**src/rtl/veda_cmd_seq.sv**
```systemverilog
// veda_cmd_seq: FIFO-buffered command sequencer driving the mod_veda register file.
// Define VEDA_SEQ_WR_ACK_EN to make writes return a response carrying the written data.
module veda_cmd_seq #(
    parameter int DEPTH  = 4,
    parameter int ADDR_W = 5,
    parameter int DATA_W = 32,
    parameter int RD_LAT = 1
) (
    input  logic                     clk,
    input  logic                     rst,
    input  logic                     cmd_valid,
    output logic                     cmd_ready,
    input  logic                     cmd_mode,
    input  logic [ADDR_W-1:0]        cmd_addr_a,
    input  logic [ADDR_W-1:0]        cmd_addr_b,
    input  logic [DATA_W-1:0]        cmd_data,
    output logic                     rf_write_enable,
    output logic                     rf_mode,
    output logic [ADDR_W-1:0]        rf_addr_a,
    output logic [ADDR_W-1:0]        rf_addr_b,
    output logic [DATA_W-1:0]        rf_datain,
    input  logic [DATA_W-1:0]        rf_dataout,
    output logic                     rsp_valid,
    input  logic                     rsp_ready,
    output logic [DATA_W-1:0]        rsp_data,
    output logic                     busy,
    output logic [$clog2(DEPTH):0]   cmd_count
);
    localparam int AW = $clog2(DEPTH);
    localparam int EW = 1 + 2 * ADDR_W + DATA_W;
    localparam int CW = $clog2(RD_LAT + 1);

    typedef enum logic [1:0] {IDLE, ISSUE, WAIT, RESP} state_t;

    state_t          state, state_d;
    logic [EW-1:0]   mem [DEPTH];
    logic [EW-1:0]   head;
    logic [AW-1:0]   wr_ptr, rd_ptr;
    logic [CW-1:0]   lat_cnt;
    logic            push, pop, sample, wr_ack;

    assign head      = mem[rd_ptr];
    assign cmd_ready = cmd_count != (AW + 1)'(DEPTH);
    assign push      = cmd_valid && cmd_ready;
    assign busy      = (state != IDLE) || (cmd_count != '0);

    always_comb begin
        state_d = state;
        pop     = 1'b0;
        sample  = 1'b0;
        wr_ack  = 1'b0;
        case (state)
            IDLE: begin
                pop     = cmd_count != '0;
                state_d = pop ? ISSUE : IDLE;
            end
            ISSUE: begin
                if (rf_mode) begin
                    sample  = RD_LAT == 1;
                    state_d = (RD_LAT == 1) ? RESP : WAIT;
                end else begin
`ifdef VEDA_SEQ_WR_ACK_EN
                    wr_ack  = 1'b1;
                    state_d = RESP;
`else
                    state_d = IDLE;
`endif
                end
            end
            WAIT: begin
                // counter holds cycles left including this one; the last one samples
                sample  = lat_cnt == CW'(1);
                state_d = sample ? RESP : WAIT;
            end
            RESP:    state_d = rsp_ready ? IDLE : RESP;
            default: state_d = IDLE;
        endcase
    end

    always_ff @(posedge clk) begin
        if (push) mem[wr_ptr] <= {cmd_mode, cmd_addr_a, cmd_addr_b, cmd_data};
    end

    always_ff @(posedge clk or posedge rst) begin
        if (rst) begin
            state           <= IDLE;
            wr_ptr          <= '0;
            rd_ptr          <= '0;
            cmd_count       <= '0;
            lat_cnt         <= '0;
            rf_write_enable <= 1'b0;
            rf_mode         <= 1'b0;
            rf_addr_a       <= '0;
            rf_addr_b       <= '0;
            rf_datain       <= '0;
            rsp_valid       <= 1'b0;
            rsp_data        <= '0;
        end else begin
            state           <= state_d;
            wr_ptr          <= push ? wr_ptr + AW'(1) : wr_ptr;
            rd_ptr          <= pop ? rd_ptr + AW'(1) : rd_ptr;
            cmd_count       <= cmd_count + (AW + 1)'(push) - (AW + 1)'(pop);
            lat_cnt         <= (state == ISSUE) ? CW'(RD_LAT - 1) : (state == WAIT) ? lat_cnt - CW'(1) : lat_cnt;
            rf_write_enable <= pop && !head[EW-1];
            if (pop) {rf_mode, rf_addr_a, rf_addr_b, rf_datain} <= head;
            rsp_valid       <= state_d == RESP;
            rsp_data        <= sample ? rf_dataout : wr_ack ? rf_datain : rsp_data;
        end
    end
endmodule

```
**config.mk**
```make
export PLATFORM = sky130hd
export DESIGN_NAME = veda_cmd_seq
export DESIGN_NICKNAME = d
export VERILOG_FILES = /design/src/rtl/veda_cmd_seq.sv
export SDC_FILE = /design/constraint.sdc
export NUM_CORES = 1
export LEC_CHECK = 0
export CORE_MARGIN = 2
export CORE_UTILIZATION = 40
export DETAILED_ROUTE_END_ITERATION = 16
export MAX_ROUTING_LAYER = met4
export SYNTH_ARGS = -nofsm -noshare
export SYNTH_HDL_FRONTEND = slang
export SYNTH_SLANG_ARGS = --single-unit
```
**constraint.sdc**
```tcl
create_clock -name clk -period 3.6 [get_ports clk]
set_input_delay 0.72 -clock clk [delete_from_list [all_inputs] [get_ports clk]]
set_output_delay 0.72 -clock clk [all_outputs]
set_load 0.05 [all_outputs]
```
==> summary.md <==
| Metric | Value |
|---|---|
| Cell Rows | 56 |
| Yosys warning count | 0 |
| # Max-Cap Violations | 0 |
| H-tree depth | 1 |
| Library cells used by synthesis | 26 |
| Grt ovf | 0 |
| Fin crit share | 81.4% |
| Arr. time, crit path | 2.21 ns |
| Endpoints failing setup | 0 |
| Crit-path max FO | 6 |
| Initial Util | 40.9% |
| Commonest non-fill, non-tap cell in the layout | edfxtp_1 |
| RSZ-0062 raised after global routing | false |
| Largest net degree at the start of global routing | 63 |
| Met3 Track Usage GR | 3.36% |
| Max rail drop VDD | 0.591 mV |
| HPWL after DPL | 12.1 mm |
| WL/cell | 18.5 microns |
| Netlist Area Pre-Place | 0.00967 sq mm |
| Number of gates resized after CTS | 0 |
| Setup TNS | 0 ns |
| Placed Area | 0.0117 sq mm |
| CTS Sinks | 259 |
| Primary FF master, synth | edfxtp_1 |
| Clock-pin slew on the worst setup and hold paths | 0.06 ns |
| Final hold violation count | 0 |
| Number of synthesized flops with an enable pin | 172 |
| M1 GR Usage | 20.7% |
| First-pass GRT wire length | 31.4 mm |
| Via Count | 5072 |
| Yosys reg bits | 259 |
| CTS tree | yes |
| Die area | 0.0254 sq mm |
| Number of buffers added on ports | 160 |
| Max_slew headroom | 22.9% |
| Final ANT Viol Nets | 0 |
| Async set or reset register ratio after synthesis | 33.6% |
| Vias in the first global route | 5681 |
| Layout cell share with drive strength beyond 1 | 19.4% |
| Area growth from synthesis to layout | 30.3% |
| Final #Nets | 801 |
| Clock skew | 0.00690 ns |
| Avg Cell Area, Syn | 18.1 sq um |
| Tmin final | 2.93 ns |
| Root Driver | clkbuf_16 |
| Iter 0 DRT Violations | 288 |
| Slew Limit Fails | 0 |
| Final Wtd Congestion | 0.775 |
| DRC | 0 |
| Die W | 159 microns |
| GRT Max-Usage Layer | met2 |
| Worst-skew pair later-pin latency | 0.53 ns |
| Syn Nets | 624 |
| Pwr/cell area | 992 mW/mm^2 |
| WL final | 19.5 mm |
| Fmax | 341 MHz |
| Vias per cell | 4.83 |
| Post-route cell area | 0.0126 sq mm |
| Seq/Total Area, Yosys | 76.0% |
| Core area | 0.0236 sq mm |
| TritonCTS Buffers | 27 |
| CP Class | flip-flop to output pin |
| Leakage | 4.76 nW |
| Post-CTS Setup Inserts | 0 |
| Commonest cells after routing, fill and taps aside | 172 x edfxtp_1, 160 x clkdlybuf4s50_1, 132 x nand2_1, 85 x dfrtp_1, 43 x mux4_2 |
| Status | finished, final reports clean |
| M2 GR Usage | 26.7% |
| DRT Pass-1 Iters | 4 |
| CTS Hold Bufs | 0 |
| Req. time, crit path | 2.88 ns |
| Crit path capture type | output pin |
| Setup crit start kind | flip-flop |
| I/O pins | 161 |
| Slew at the pin closest to its max-slew limit | 1.16 ns |
| GR Util All Layers | 16.1% |
| HP Class | flip-flop to flip-flop |
| Initial antenna violation count | 1 |
| Deepest clock path buffer count | 3 |
| Height of the die | 159 microns |
| Synth Instances | 533 |
| Hold Slack | 0.470 ns |
[critical path, stage by stage, from the launching register on]
cell and delay [ns]:
dfrtp_1 0.48, or3b_4 0.47, clkdlybuf4s50_1 0.74
[cells in the mapped netlist (4+ instances only)]
cell,number,area (sq um)
nand2_1,132,495
nor2_1,4,15.0
buf_2,6,30.0
xnor2_1,5,43.8
mux2_2,33,372
clkbuf_1,5,18.8
edfxtp_1,172,5160
mux4_2,43,968
dfrtp_1,87,2180
buf_1,5,18.8
ha_1,11,138
inv_1,10,37.5
buf_4,4,30.0
and3_2,4,30.0
[path summary, 6_finish.rpt]
path / from / end / slack [ns] / cells after the start
hold reg to reg: rf_datain[21] / rf_datain[21] / 0.47 / 2
hold / removal: rf_datain[21] / rf_datain[21] / 0.47 / 2
max in group asynchronous: rst / rf_addr_b[4] / 2.16 / 3
setup / recovery: cmd_count[1] / cmd_ready / 0.67 / 2
setup reg to reg: cmd_count[1] / cmd_count[2] / 1.16 / 10
min in group asynchronous: rst / rsp_data[5] / 0.71 / 2
[cell type report]
cell class | instances | area [sq um]
Clock inverter | 20 | 204
Antenna cell | 1 | 2.50
Clock buffer | 30 | 697
Timing Repair Buffer | 169 | 1720
Tap cell | 319 | 399
Sequential cell | 259 | 7350
Fill cell | 1880 | 11000
Multi-Input combinational cell | 242 | 2180
Inverter | 11 | 43.8
[per-layer routing]
metal / part of all wire, % / wire length, microns / vias up
met5: 0 / 0 / -
met2: 48 / 9350 / 177
li1: - / - / 2324
met4: 1.9 / 371 / 0
met1: 43 / 8420 / 2538
met3: 6.8 / 1320 / 33
[logic make-up (layout without fill, tap and decap cells)]
logic type / Yosys count / count (layout) / synth area share (%)
AO/OA/AOI/OAI: 4 / 4 / 0.505
XOR/XNOR: 5 / 5 / 0.453
adder cells (fa/ha/maj): 12 / 12 / 1.63
buffers and inverters: 32 / 230 / 1.49
flip-flops: 259 / 259 / 76.0
multiplexers: 78 / 78 / 14.1
other: 0 / 1 / 0
AND/OR/NAND/NOR: 143 / 143 / 5.85
[stage by stage]
stage                     worst slack [ns]  utilization, %  power, mW  cells
after floorplan                      0.630               -       8.11    533
after global placement               0.872            49.5       9.74   1000
after detailed placement             0.798            49.5       9.86   1000
after CTS                            0.645            53.3       12.7   1050
after global routing                 0.586            53.3       13.2   1051
final                                0.668            53.3       12.5   1051
[state kept, by name (all words and copies together) (netlist names), 2 cells and up]
name and cells:
mem 172, rf_addr_b 5, rd_ptr 2, state 2
wr_ptr 2, cmd_count 3, rf_datain 32, rf_addr_a 5
rsp_data 32
[power breakdown]
group | internal, mW | switching [mW]
Clock | 1.68 | 1.11
Combinational | 1.95 | 3.00
Sequential | 4.13 | 0.617
Total | 7.76 | 4.73
Note: power is estimated with default switching activity, not from simulation.
